File: config.mk
export PLATFORM = sky130hd
export DESIGN_NAME = hazard_unit_sb
export DESIGN_NICKNAME = d
export VERILOG_FILES = /design/src/rtl/hazard_pkg.sv /design/src/rtl/load_scoreboard.sv /design/src/rtl/hazard_unit_sb.sv
export SDC_FILE = /design/constraint.sdc
export NUM_CORES = 1
export LEC_CHECK = 0
export CORE_AREA = 10 10 72 74
export CTS_BUF_LIST = sky130_fd_sc_hd__clkbuf_8 sky130_fd_sc_hd__clkbuf_16
export DETAILED_ROUTE_END_ITERATION = 16
export DIE_AREA = 0 0 82 84
export HOLD_SLACK_MARGIN = 0.1
export PLACE_DENSITY = 0.63
export RECOVER_POWER = 50
export SYNTH_ARGS = -nofsm -noshare
export SYNTH_HDL_FRONTEND = slang
export SYNTH_HIERARCHICAL = 1
export SYNTH_SLANG_ARGS = --single-unit
File: constraint.sdc
create_clock -name clk -period 2.4 [get_ports clk]
set_input_delay 0.6 -clock clk [delete_from_list [all_inputs] [get_ports clk]]
set_output_delay 0.6 -clock clk [all_outputs]
set_load 0.05 [all_outputs]
File: src/rtl/hazard_pkg.sv
// Shared types for the load-use / halt hazard unit: FSM states, scoreboard entry
// layout and the default halt opcode.
package hazard_pkg;

  localparam logic [3:0] HLT_OP_DEF = 4'b1111;

  // Scoreboard dst field is sized for the widest register file in use; REG_W must not exceed it.
  localparam int SB_DST_MAX_W = 8;

  typedef enum logic [1:0] {
    RUN    = 2'd0,
    DRAIN  = 2'd1,
    HALTED = 2'd2
  } state_e;

  typedef struct packed {
    logic                    valid;
    logic [SB_DST_MAX_W-1:0] dst;
  } sb_entry_t;

endpackage

File: src/rtl/load_scoreboard.sv
// Shift-register scoreboard of loads still in flight after leaving ID; flags a hit
// when an ID source operand names a destination that is not yet available.
module load_scoreboard
  import hazard_pkg::*;
#(
  parameter int REG_W       = 4,
  parameter int LOAD_LAT    = 1,
  parameter bit ZERO_REG_EN = 1'b1
) (
  input  logic             clk,
  input  logic             rst,
  input  logic             push,
  input  logic [REG_W-1:0] push_dst,
  input  logic [REG_W-1:0] rs,
  input  logic [REG_W-1:0] rt,
  input  logic             rs_used,
  input  logic             rt_used,
  output logic             hit
);

  sb_entry_t sb_q [LOAD_LAT];

  // NOTE: the whole array is reset; it is tiny and clearing dst too keeps stale
  // indices out of waveforms, though only the valid bits matter for correctness.
  always_ff @(posedge clk) begin
    if (rst) begin
      for (int k = 0; k < LOAD_LAT; k++) sb_q[k] <= '0;
    end else begin
      // NOTE: non-blocking assignments make every entry move one slot per clock
      // regardless of statement order; blocking here would collapse the shift.
      sb_q[0] <= '{valid: push, dst: SB_DST_MAX_W'(push_dst)};
      for (int k = 1; k < LOAD_LAT; k++) sb_q[k] <= sb_q[k-1];
    end
  end

  // NOTE: hit gets a default before the loop so no path leaves it unassigned,
  // which would otherwise infer a latch.
  always_comb begin
    hit = 1'b0;
    for (int k = 0; k < LOAD_LAT; k++) begin
      if (sb_q[k].valid && !(ZERO_REG_EN && (sb_q[k].dst == '0)) &&
          ((rs_used && (sb_q[k].dst == SB_DST_MAX_W'(rs))) ||
           (rt_used && (sb_q[k].dst == SB_DST_MAX_W'(rt))))) begin
        hit = 1'b1;
      end
    end
  end

endmodule

File: src/rtl/hazard_unit_sb.sv
// Load-use and halt hazard unit: scoreboard-based stall detection, halt drain FSM,
// branch-flush priority mux and a saturating load-use stall counter.
module hazard_unit_sb
  import hazard_pkg::*;
#(
  parameter int              REG_W       = 4,
  parameter int              OP_W        = 4,
  parameter logic [OP_W-1:0] HLT_OP      = HLT_OP_DEF,
  parameter int              LOAD_LAT    = 1,
  parameter int              DRAIN_CYC   = 3,
  parameter bit              ZERO_REG_EN = 1'b1,
  parameter int              CNT_W       = 16
) (
  input  logic             clk,
  input  logic             rst,
  input  logic             id_valid,
  input  logic [OP_W-1:0]  id_opcode,
  input  logic [REG_W-1:0] id_rs,
  input  logic [REG_W-1:0] id_rt,
  input  logic             id_rs_used,
  input  logic             id_rt_used,
  input  logic             id_is_load,
  input  logic [REG_W-1:0] id_ld_dst,
  input  logic             ex_branch_taken,
  output logic             pc_write,
  output logic             if_id_write,
  output logic             stall,
  output logic             flush,
  output logic             halted,
  output logic [CNT_W-1:0] stall_cnt
);

  localparam int DC_W = (DRAIN_CYC > 1) ? $clog2(DRAIN_CYC) : 1;

  state_e          state_q, state_d;
  logic [DC_W-1:0] drain_q, drain_d;
  logic            hlt_in_id;
  logic            sb_hit;
  logic            lu;
  logic            sel_lu;
  logic            sb_push;

  assign hlt_in_id = id_valid && (id_opcode == HLT_OP);
  assign lu        = id_valid && sb_hit;
  // A stalled or flushed load never reaches EX, so it must not enter the scoreboard.
  assign sb_push   = id_valid && id_is_load && !stall;

  load_scoreboard #(
    .REG_W      (REG_W),
    .LOAD_LAT   (LOAD_LAT),
    .ZERO_REG_EN(ZERO_REG_EN)
  ) u_load_scoreboard (
    .clk     (clk),
    .rst     (rst),
    .push    (sb_push),
    .push_dst(id_ld_dst),
    .rs      (id_rs),
    .rt      (id_rt),
    .rs_used (id_rs_used),
    .rt_used (id_rt_used),
    .hit     (sb_hit)
  );

  always_ff @(posedge clk) begin
    if (rst) begin
      state_q <= RUN;
      drain_q <= '0;
    end else begin
      state_q <= state_d;
      drain_q <= drain_d;
    end
  end

  always_comb begin
    state_d = state_q;
    drain_d = drain_q;
    case (state_q)
      RUN: begin
        if (hlt_in_id && !ex_branch_taken) begin
          state_d = DRAIN;
          drain_d = DC_W'(DRAIN_CYC - 1);
        end
      end
      DRAIN: begin
        // A taken branch while draining means the HLT was fetched down the wrong path.
        if (ex_branch_taken)     state_d = RUN;
        else if (drain_q == '0)  state_d = HALTED;
        else                     drain_d = drain_q - 1'b1;
      end
      HALTED:  state_d = HALTED;
      default: state_d = RUN;
    endcase
  end

  always_comb begin
    pc_write    = 1'b1;
    if_id_write = 1'b1;
    stall       = 1'b0;
    flush       = 1'b0;
    sel_lu      = 1'b0;
    if (rst) begin
      pc_write    = 1'b0;
      if_id_write = 1'b0;
      stall       = 1'b1;
    end else if (ex_branch_taken && (state_q != HALTED)) begin
      flush = 1'b1;
      stall = 1'b1;
    end else if ((state_q != RUN) || hlt_in_id) begin
      pc_write    = 1'b0;
      if_id_write = 1'b0;
      stall       = 1'b1;
    end else if (lu) begin
      pc_write    = 1'b0;
      if_id_write = 1'b0;
      stall       = 1'b1;
      sel_lu      = 1'b1;
    end
  end

  assign halted = (state_q == HALTED) && !rst;

  always_ff @(posedge clk) begin
    if (rst)                             stall_cnt <= '0;
    else if (sel_lu && (stall_cnt != '1)) stall_cnt <= stall_cnt + 1'b1;
  end

endmodule

; ---- Yosys cells after proc, flatten, opt, wreduce, memory -nomap -nowiden
; Memories as Yosys holds them, arrays and structs flattened.
; Cells that the tools add are included.
[word_totals]
memories = 1
register_bits = 20
output_inout_bits = 21
input_bits = 23
mem_bits_rw = 5
elab_cells = 70
latch_bits = 0
mem_bits_ro = 0
[classes]
shift = 0
n_reduce_logical = 26
n_lt_le_gt_ge = 0
eq_ne = 11
add_sub_neg = 2
mux = 27
n_mul = 0
div_mod_pow = 0
bitwise_logic = 0
[memory_table]
columns = memory, depth, width, rd, rd_ports_with_merged_regs, wr, line
row1 = u_load_scoreboard.sb_q, 1, 5, 1, 0, 1, load_scoreboard.sv:21  ; sb_entry_t sb_q [LOAD_LAT];
[ops]
columns = op, n
row1 = two-way mux 1 bit, 18
row2 = adder 16 x 1 -> 16 bit (second input constant), 1
row3 = equality test 8 x 4 -> 1 bit, 2
row4 = != test 16 bit (second input constant), 1
row5 = logical AND 1 bit, 12
row6 = two-way mux 2 bit, 6
row7 = logical NOT 8 bit, 1
row8 = != test 2 bit (second input constant), 4
row9 = one-hot mux 2 bit (3 select lines), 1
row10 = two-way mux 5 bit, 1
row11 = OR reduction 5 bit, 1
row12 = equality test 4 bit (second input constant), 1
row13 = logical NOT 1 bit, 4
row14 = logical NOT 2 bit, 2
row15 = one-hot mux 2 bit (2 select lines), 1
row16 = AND reduction 4 bit, 1
row17 = nonzero test 2 bit, 2
row18 = != test 3 bit (second input constant), 1
row19 = equality test 2 x 1 -> 1 bit (second input constant), 1
row20 = equality test 2 bit (second input constant), 1
row21 = logical OR 1 bit, 2
row22 = AND reduction 2 bit, 1
row23 = subtractor 2 x 1 -> 2 bit (second input constant), 1

; ---- Depth between registers and ports, before layout
; Gate-level depths: netlist (run 1).
; An unclocked memory read counts as a cell.
[depth]
depth_word = 14
ltp_mapped = 10
depth_no_buf = 9

; ---- Modules after synthesis
; The synthesis (run 1) kept the hierarchy.
[modules_own_cells]
columns = module, cells_each, seq_area_each_um2, area_per_inst_um2, instances
row1 = hazard_unit_sb, 131, 400.4, 1063.5, 1
row2 = load_scoreboard, 24, 100.1, 235.2, 1

; ---- Least setup slack after synthesis (run 1)
; Ideal clock, no wire load.
[synth_path]
kind = in2out
start = input port id_rs[3]
end = output port pc_write
n_path_buf = 1
arrival_time_ns = 1.801
t_required_ns = 1.800
setup_slack_ns = -0.001
stages = 7
path_cell_list = xor2_1 > nor3_1 > nand3_1 > a21oi_1 > nand2_1 > a31o_2 > buf_4
[synth_via]
elab_chain_len = 10
[synth_lines]
columns = element, line
row1 = "start, declared", hazard_unit_sb.sv:18  ; input logic [REG_W-1:0] id_rs,
row2 = equality test 8 x 4 -> 1 bit, load_scoreboard.sv:42  ; ((rs_used && (sb_q[k].dst == SB_DST_MAX_W'(rs))) ||
row3 = logical AND 1 bit, load_scoreboard.sv:42
row4 = logical OR 1 bit, load_scoreboard.sv:42
row5 = logical AND 1 bit, load_scoreboard.sv:41  ; if (sb_q[k].valid && !(ZERO_REG_EN && (sb_q[k].dst == '0)) &&
row6 = two-way mux 1 bit, load_scoreboard.sv:41
row7 = net sb_hit, hazard_unit_sb.sv:38  ; logic sb_hit;
row8 = logical AND 1 bit, hazard_unit_sb.sv:44  ; assign lu = id_valid && sb_hit;
row9 = two-way mux 1 bit (4 in a row), --
row10 = "end, declared", hazard_unit_sb.sv:25  ; output logic pc_write,
; The timed path passes the listed nets, and every way through them passes these cells.

; ---- Final worst setup path (run 1)
[layout_path]
start = input port id_rs[2]
end = output port pc_write
[layout_via]
elab_chain_len = 10
[layout_lines]
columns = element, line
row1 = equality test 8 x 4 -> 1 bit, load_scoreboard.sv:42
row2 = logical AND 1 bit, load_scoreboard.sv:42
row3 = logical OR 1 bit, load_scoreboard.sv:42
row4 = logical AND 1 bit, load_scoreboard.sv:41
row5 = two-way mux 1 bit, load_scoreboard.sv:41
row6 = net sb_hit, hazard_unit_sb.sv:38
row7 = logical AND 1 bit, hazard_unit_sb.sv:44
row8 = two-way mux 1 bit, hazard_unit_sb.sv:112  ; end else if (lu) begin
row9 = two-way mux 1 bit, hazard_unit_sb.sv:108  ; end else if ((state_q != RUN) || hlt_in_id) begin
row10 = two-way mux 1 bit, hazard_unit_sb.sv:105  ; end else if (ex_branch_taken && (state_q != HALTED)) begin
row11 = two-way mux 1 bit, hazard_unit_sb.sv:101  ; if (rst) begin
; The timed path passes the listed nets, and every way through them passes these cells.

==> results.cfg, run 1 <==
[status]
status = finished with violations
violations = negative setup slack

[routing]
totalWireLength_um = 3710
wire_per_inst_um = 14.2
first_iter_violations = 41
first_pass_iters = 4
vias = 1292
final_antenna_net_count = 0
via_per_inst = 4.93
drc = 0

[yosys]
ys.warnings.count = 6
synthArstFlopShare_pct = 0
synth_area_leader_cell = dfxtp_1
syn-num-nets = 180
synth.top_cells.by_area = dfxtp_1, xor2_1, nand3_1, nor2_1, nor3_1
synth.cell_area_mm2 = 0.00130
synth_common_cells = dfxtp_1, nor2_1, nand3_1, xor2_1, nor3_1
postSynthAreaPerCell_um2 = 8.38
synth-seq-cells = 25
synth_edf_count = 0
synth_top_area_share_pct = 38.5
syn_inst = 155
seq_area_frac_synth_pct = 38.5
synth_cell_types = 36
synthFlopType = dfxtp_1
synth_most_common_cell = dfxtp_1

[cts]
clk_latency_ps = 260
htreeDepth = 1
cts_buffers = 3
cts_num_sinks = 25
clk_pin_slew_ps = 90
clockBufferDepth = 2
ctsHoldBuffers = 0
cts_root_buf = clkbuf_8
tritoncts = yes

[setup_path]
critPathKind = input port to output pin
worstSetupStartpointType = input port
slowest_stage = a31o_4
cp.required_ps = 1800
crit_path_cell_trace = buf_2 -> xor2_1 -> nor3_1 -> nand3_1 -> a21oi_2 -> nand2_1 -> a31o_4 -> buf_8
critPathBufInv = 2
cp_max_fo = 2
critical-path-top-delay-family = simple AND/OR/NAND/NOR gates
slowest_delay_ps = 240
critPathArrivalTime_ps = 1810
critPathCaptureType = output pin

[pwr]
leakage_uw = 0.000785
peakVddDrop_mv = 0.214
powerDensity_mw_per_mm2 = 398

[global_route]
antenna_found_initial = 0
first_global_vias = 1310
track_usage_pct = 11.0
grt_overflow = 0
grt_max_degree = 23
grt_pass1_wl_um = 6200

[floorplanning]
die_h_um = 84
design.die.area_mm2 = 0.00689
start_util_pct = 33.7
io_pins = 44
coreArea_mm2 = 0.00386
core.rowCount = 23
die_x_um = 82

[worst_hold_path]
min_path_type = flop to flop

[timing]
finClkSkew_ps = 3.37
slew_viol_final = 0
finalWorstSetupSlack_ps = -13.0
fin_crit_sh_pct = 101
worst_slew_pin_slew_ps = 524
setup_viol = 2
fmax_ghz = 0.414
final_hold_viol_count = 0
slew_headroom_pct = 65.0
layout_min_cycle_time_ps = 2410
rsz0062_at_grt = true

[finish]
final_nets = 238
syn_to_final_growth_pct = 51.6
final_area_mm2 = 0.00197
layoutNonFillerInstCount = 262
antenna_cells = 0
layout-drive-gt1-share_pct = 18.9

[placed_design]
postPlaceCellArea_mm2 = 0.00188
io_buffer_count = 43
hpwl_um = 2860
globalplace.congestion = 0.905
place_inst = 254

[job]
cap_violations = 0
-- flip-flops by register name, summed over array words and instances, names as in the netlist --
signal	count
stall_cnt	16
drain_q	2
state_q	2
u_load_scoreboard/sb_q	5
-- cells by family (layout without fill, tap and decap cells) --
group,after synthesis,in the layout,synth area share [%]
AOI/OAI and AO/OA,18,18,9.44
buffers and inverters,12,69,4.43
xor gates and xnor gates,19,19,12.8
muxes,1,1,0.771
and+or+nand+nor,78,78,32.1
adders and majority gates,2,2,1.93
DFF,25,25,38.5
-- final timing paths --
| kind | endpoint | start | slack (ps) | cells past startpoint |
|---|---|---|---|---|
| worst max-delay path | pc_write | id_rs[2] | -10 | 8 |
| worst min-delay path | drain_q[0]$_SDFFE_PP0P_ | drain_q[0]$_SDFFE_PP0P_ | 480 | 2 |
| worst max register to register | stall_cnt[3]$_SDFFE_PP0P_ | u_load_scoreboard/sb_q[0][1]$_SDFF_PP0_ | 200 | 10 |
| worst min register to register | drain_q[0]$_SDFFE_PP0P_ | drain_q[0]$_SDFFE_PP0P_ | 480 | 2 |
-- layer usage --
metal  vias up  global-route usage, %  wire length [µm]
li1        654                      -                 -
met1       599                   12.6              1600
met2        37                   17.5              1730
met3         2                   4.96               363
met4         0                   3.25                22
met5         -                      0                 0
-- worst reg2reg max path: cells and delay by family, from the launching register on --
kind	cells	cell delay, ps
compound gates	2	350
xor+xnor	2	330
buf+inv	1	330
flops	1	360
simple gates	5	740
-- layout by cell type (no fill, tap or decap), drive strengths merged --
| cell | n |
|---|---|
| dfxtp | 25 |
| and3 | 1 |
| ha | 2 |
| clkdlybuf4s50 | 14 |
| and3b | 2 |
| o31ai | 2 |
| nor2 | 20 |
| o41ai | 1 |
| buf | 24 |
| nand3 | 18 |
| and2 | 1 |
| dlygate4sd3 | 11 |
| nand2 | 7 |
| xnor2 | 3 |
| nor2b | 5 |
| or3 | 2 |
| o21ba | 1 |
| inv | 8 |
| clkbuf | 5 |
| nor3 | 9 |
| a31o | 1 |
| nor4 | 1 |
| a211oi | 1 |
| mux2i | 1 |
| nand2b | 3 |
| xor2 | 16 |
| o211a | 1 |
| a21oi | 8 |
| or4 | 1 |
| dlygate4sd2 | 7 |
| o21ai | 2 |
| and4 | 1 |
| nand4 | 7 |
| a311oi | 1 |
-- cell type report --
cell class              count  area [µm²]
multi-input cells         118         774
inverters                   7        26.3
fillers                   394        1890
repair buffers             58         559
clock buffers               3        41.3
clock inverters             1        3.75
well taps                  50        62.6
flip-flops and latches     25         502
-- per-stage QoR --
step | util [%] | TNS, ps | setup slack, ps | hold WS (ps) | total power (µW)
2_1_floorplan | - | 0 | 50.6 | 448 | 478
3_3_place_gp | 48.7 | -4280 | -367 | 457 | 543
3_5_place_dp | 48.7 | -5850 | -439 | 472 | 546
4_1_cts | 50.6 | 0 | 0.561 | 489 | 789
5_1_grt | 51.1 | -216 | -79.9 | 521 | 816
6_report | 51.1 | -25.8 | -13.0 | 483 | 783
-- where the power goes --
part / switching (µW) / internal, µW / total, µW
clock: 128 / 114 / 242
combinational: 51.9 / 65.2 / 117
sequential: 5.13 / 419 / 424
-- what timing repair did --
| item | in CTS | in global routing |
|---|---|---|
| setup buffers | 4 | 0 |
| pin swaps | 10 | 2 |
| endpoints found under the setup margin | 12 | 4 |
| resized for setup | 39 | 7 |
No activity file was read; power rests on OpenSTA's default activity.
==> run 2: changes to the inputs <==
--- a/config.mk
+++ b/config.mk
@@ -10,7 +10,7 @@
 export DETAILED_ROUTE_END_ITERATION = 16
 export DIE_AREA = 0 0 82 84
 export HOLD_SLACK_MARGIN = 0.1
-export PLACE_DENSITY = 0.63
+export PLACE_DENSITY = 0.66
 export RECOVER_POWER = 50
 export SYNTH_ARGS = -nofsm -noshare
 export SYNTH_HDL_FRONTEND = slang
==> constraint.sdc (replaced) <==
create_clock -name clk -period 2.05 [get_ports clk]
set_input_delay 0.5125 -clock clk [delete_from_list [all_inputs] [get_ports clk]]
set_output_delay 0.5125 -clock clk [all_outputs]
set_load 0.05 [all_outputs]
==> results.cfg, run 2 (synthesis gave the netlist of run 1 again) <==
[global_route]
grt_max_degree = 25
grt_pass1_wl_um = 5920
grt_overflow = 0
track_usage_pct = 10.4
first_global_vias = 1329
antenna_found_initial = 0

[floorplanning]
io_pins = 44
design.die.area_mm2 = 0.00689
die_x_um = 82
die_h_um = 84
core.rowCount = 23
start_util_pct = 33.7
coreArea_mm2 = 0.00386

[cts]
clk_latency_ps = 270
clk_pin_slew_ps = 80
cts_root_buf = clkbuf_8
tritoncts = yes
cts_buffers = 3
htreeDepth = 1
clockBufferDepth = 2
cts_num_sinks = 25

[timing]
worst_slew_pin_slew_ps = 1110
fin_crit_sh_pct = 110
finClkSkew_ps = 4.33
rsz0062_at_grt = true
finalWorstSetupSlack_ps = -213
finalSetupTns_ps = -569
holdWs_ps = 486
setup_viol = 4
fmax_ghz = 0.442
layout_min_cycle_time_ps = 2260
slew_viol_final = 0
final_hold_viol_count = 0
slew_headroom_pct = 25.9

[setup_path]
critPathKind = input port to output pin
cp_max_fo = 3
cp.required_ps = 1540
worstSetupStartpointType = input port
critPathArrivalTime_ps = 1750
critPathCaptureType = output pin

[routing]
first_pass_iters = 4
vias = 1292
via_per_inst = 4.84
first_iter_violations = 39
drc = 0
wire_per_inst_um = 12.9
totalWireLength_um = 3460
final_antenna_net_count = 0

[finish]
largestRegisters = stall_cnt (16), u_load_scoreboard/sb_q (5)
final_area_mm2 = 0.00194
final_util_pct = 50.2
layout-drive-gt1-share_pct = 24.4
largest_reg_flops = 16
largest_register = stall_cnt
final_cell_mix = nor2_1, dfxtp_1, buf_4, nand3_1, xor2_1
final_nets = 243
antenna_cells = 0
syn_to_final_growth_pct = 49.0
fillers = 407

[pwr]
leakage_uw = 0.000752
powerDensity_mw_per_mm2 = 470
peakVddDrop_mv = 0.204

[job]
cap_violations = 0

[status]
violations = negative setup slack
status = finished with violations

[placed_design]
globalplace.congestion = 0.820
hpwl_um = 2730
postPlaceCellArea_mm2 = 0.00189
io_buffer_count = 43

[worst_hold_path]
min_path_type = flop to flop
[run 2: cell type report]
type / instances / area [µm²] / share of cell area [%]
clock inverters: 1 / 3.75 / 0.194
flip-flops and latches: 25 / 507 / 26.2
clock buffers: 3 / 41.3 / 2.13
well taps: 50 / 62.6 / 3.23
repair buffers: 63 / 512 / 26.4
inverters: 7 / 26.3 / 1.36
multi-input cells: 118 / 783 / 40.5
[run 2: per-layer routing]
| metal | GRT usage [%] | vias to the layer above | wire [µm] |
|---|---|---|---|
| met1 | 12.4 | 584 | 1630 |
| li1 | - | 665 | - |
| met4 | 3.72 | 0 | 49 |
| met2 | 16.3 | 38 | 1450 |
| met5 | 0 | - | 0 |
| met3 | 3.88 | 5 | 322 |
[run 2: final timing paths]
check	to	slack [ps]	cells after the start	start
max reg2reg	stall_cnt[13]$_SDFFE_PP0P_	10	9	u_load_scoreboard/sb_q[0][2]$_SDFF_PP0_
min reg2reg	drain_q[0]$_SDFFE_PP0P_	490	2	drain_q[0]$_SDFFE_PP0P_
max	pc_write	-210	5	id_opcode[1]
min	drain_q[0]$_SDFFE_PP0P_	490	2	drain_q[0]$_SDFFE_PP0P_
[run 2: what timing repair did]
item	in CTS	in global routing
endpoints found under the setup margin	20	16
hold buffers	0	0
buffers inserted	0	2
pin swaps	10	14
gates resized for setup	30	13
[run 2: metrics by stage]
stage / cells / setup slack [ps] / total power [µW]
3_5_place_dp: 261 / -587 / 637
3_3_place_gp: 261 / -538 / 636
4_1_cts: 265 / -235 / 922
6_report: 267 / -213 / 910
5_1_grt: 267 / -291 / 956
2_1_floorplan: 155 / -56.3 / 562
[run 2: worst max-delay path: stages]
cell and delay [ps]:
clkdlybuf4s50_1 460, nand4_1 130, o21ba_4 260, a31o_4 240
buf_8 150
[run 2: where the power goes]
part | internal [µW] | switching [µW] | total [µW]
Clock | 134 | 150 | 284
Sequential | 491 | 5.38 | 496
Combinational | 72.0 | 57.7 | 130
Total | 697 | 213 | 910
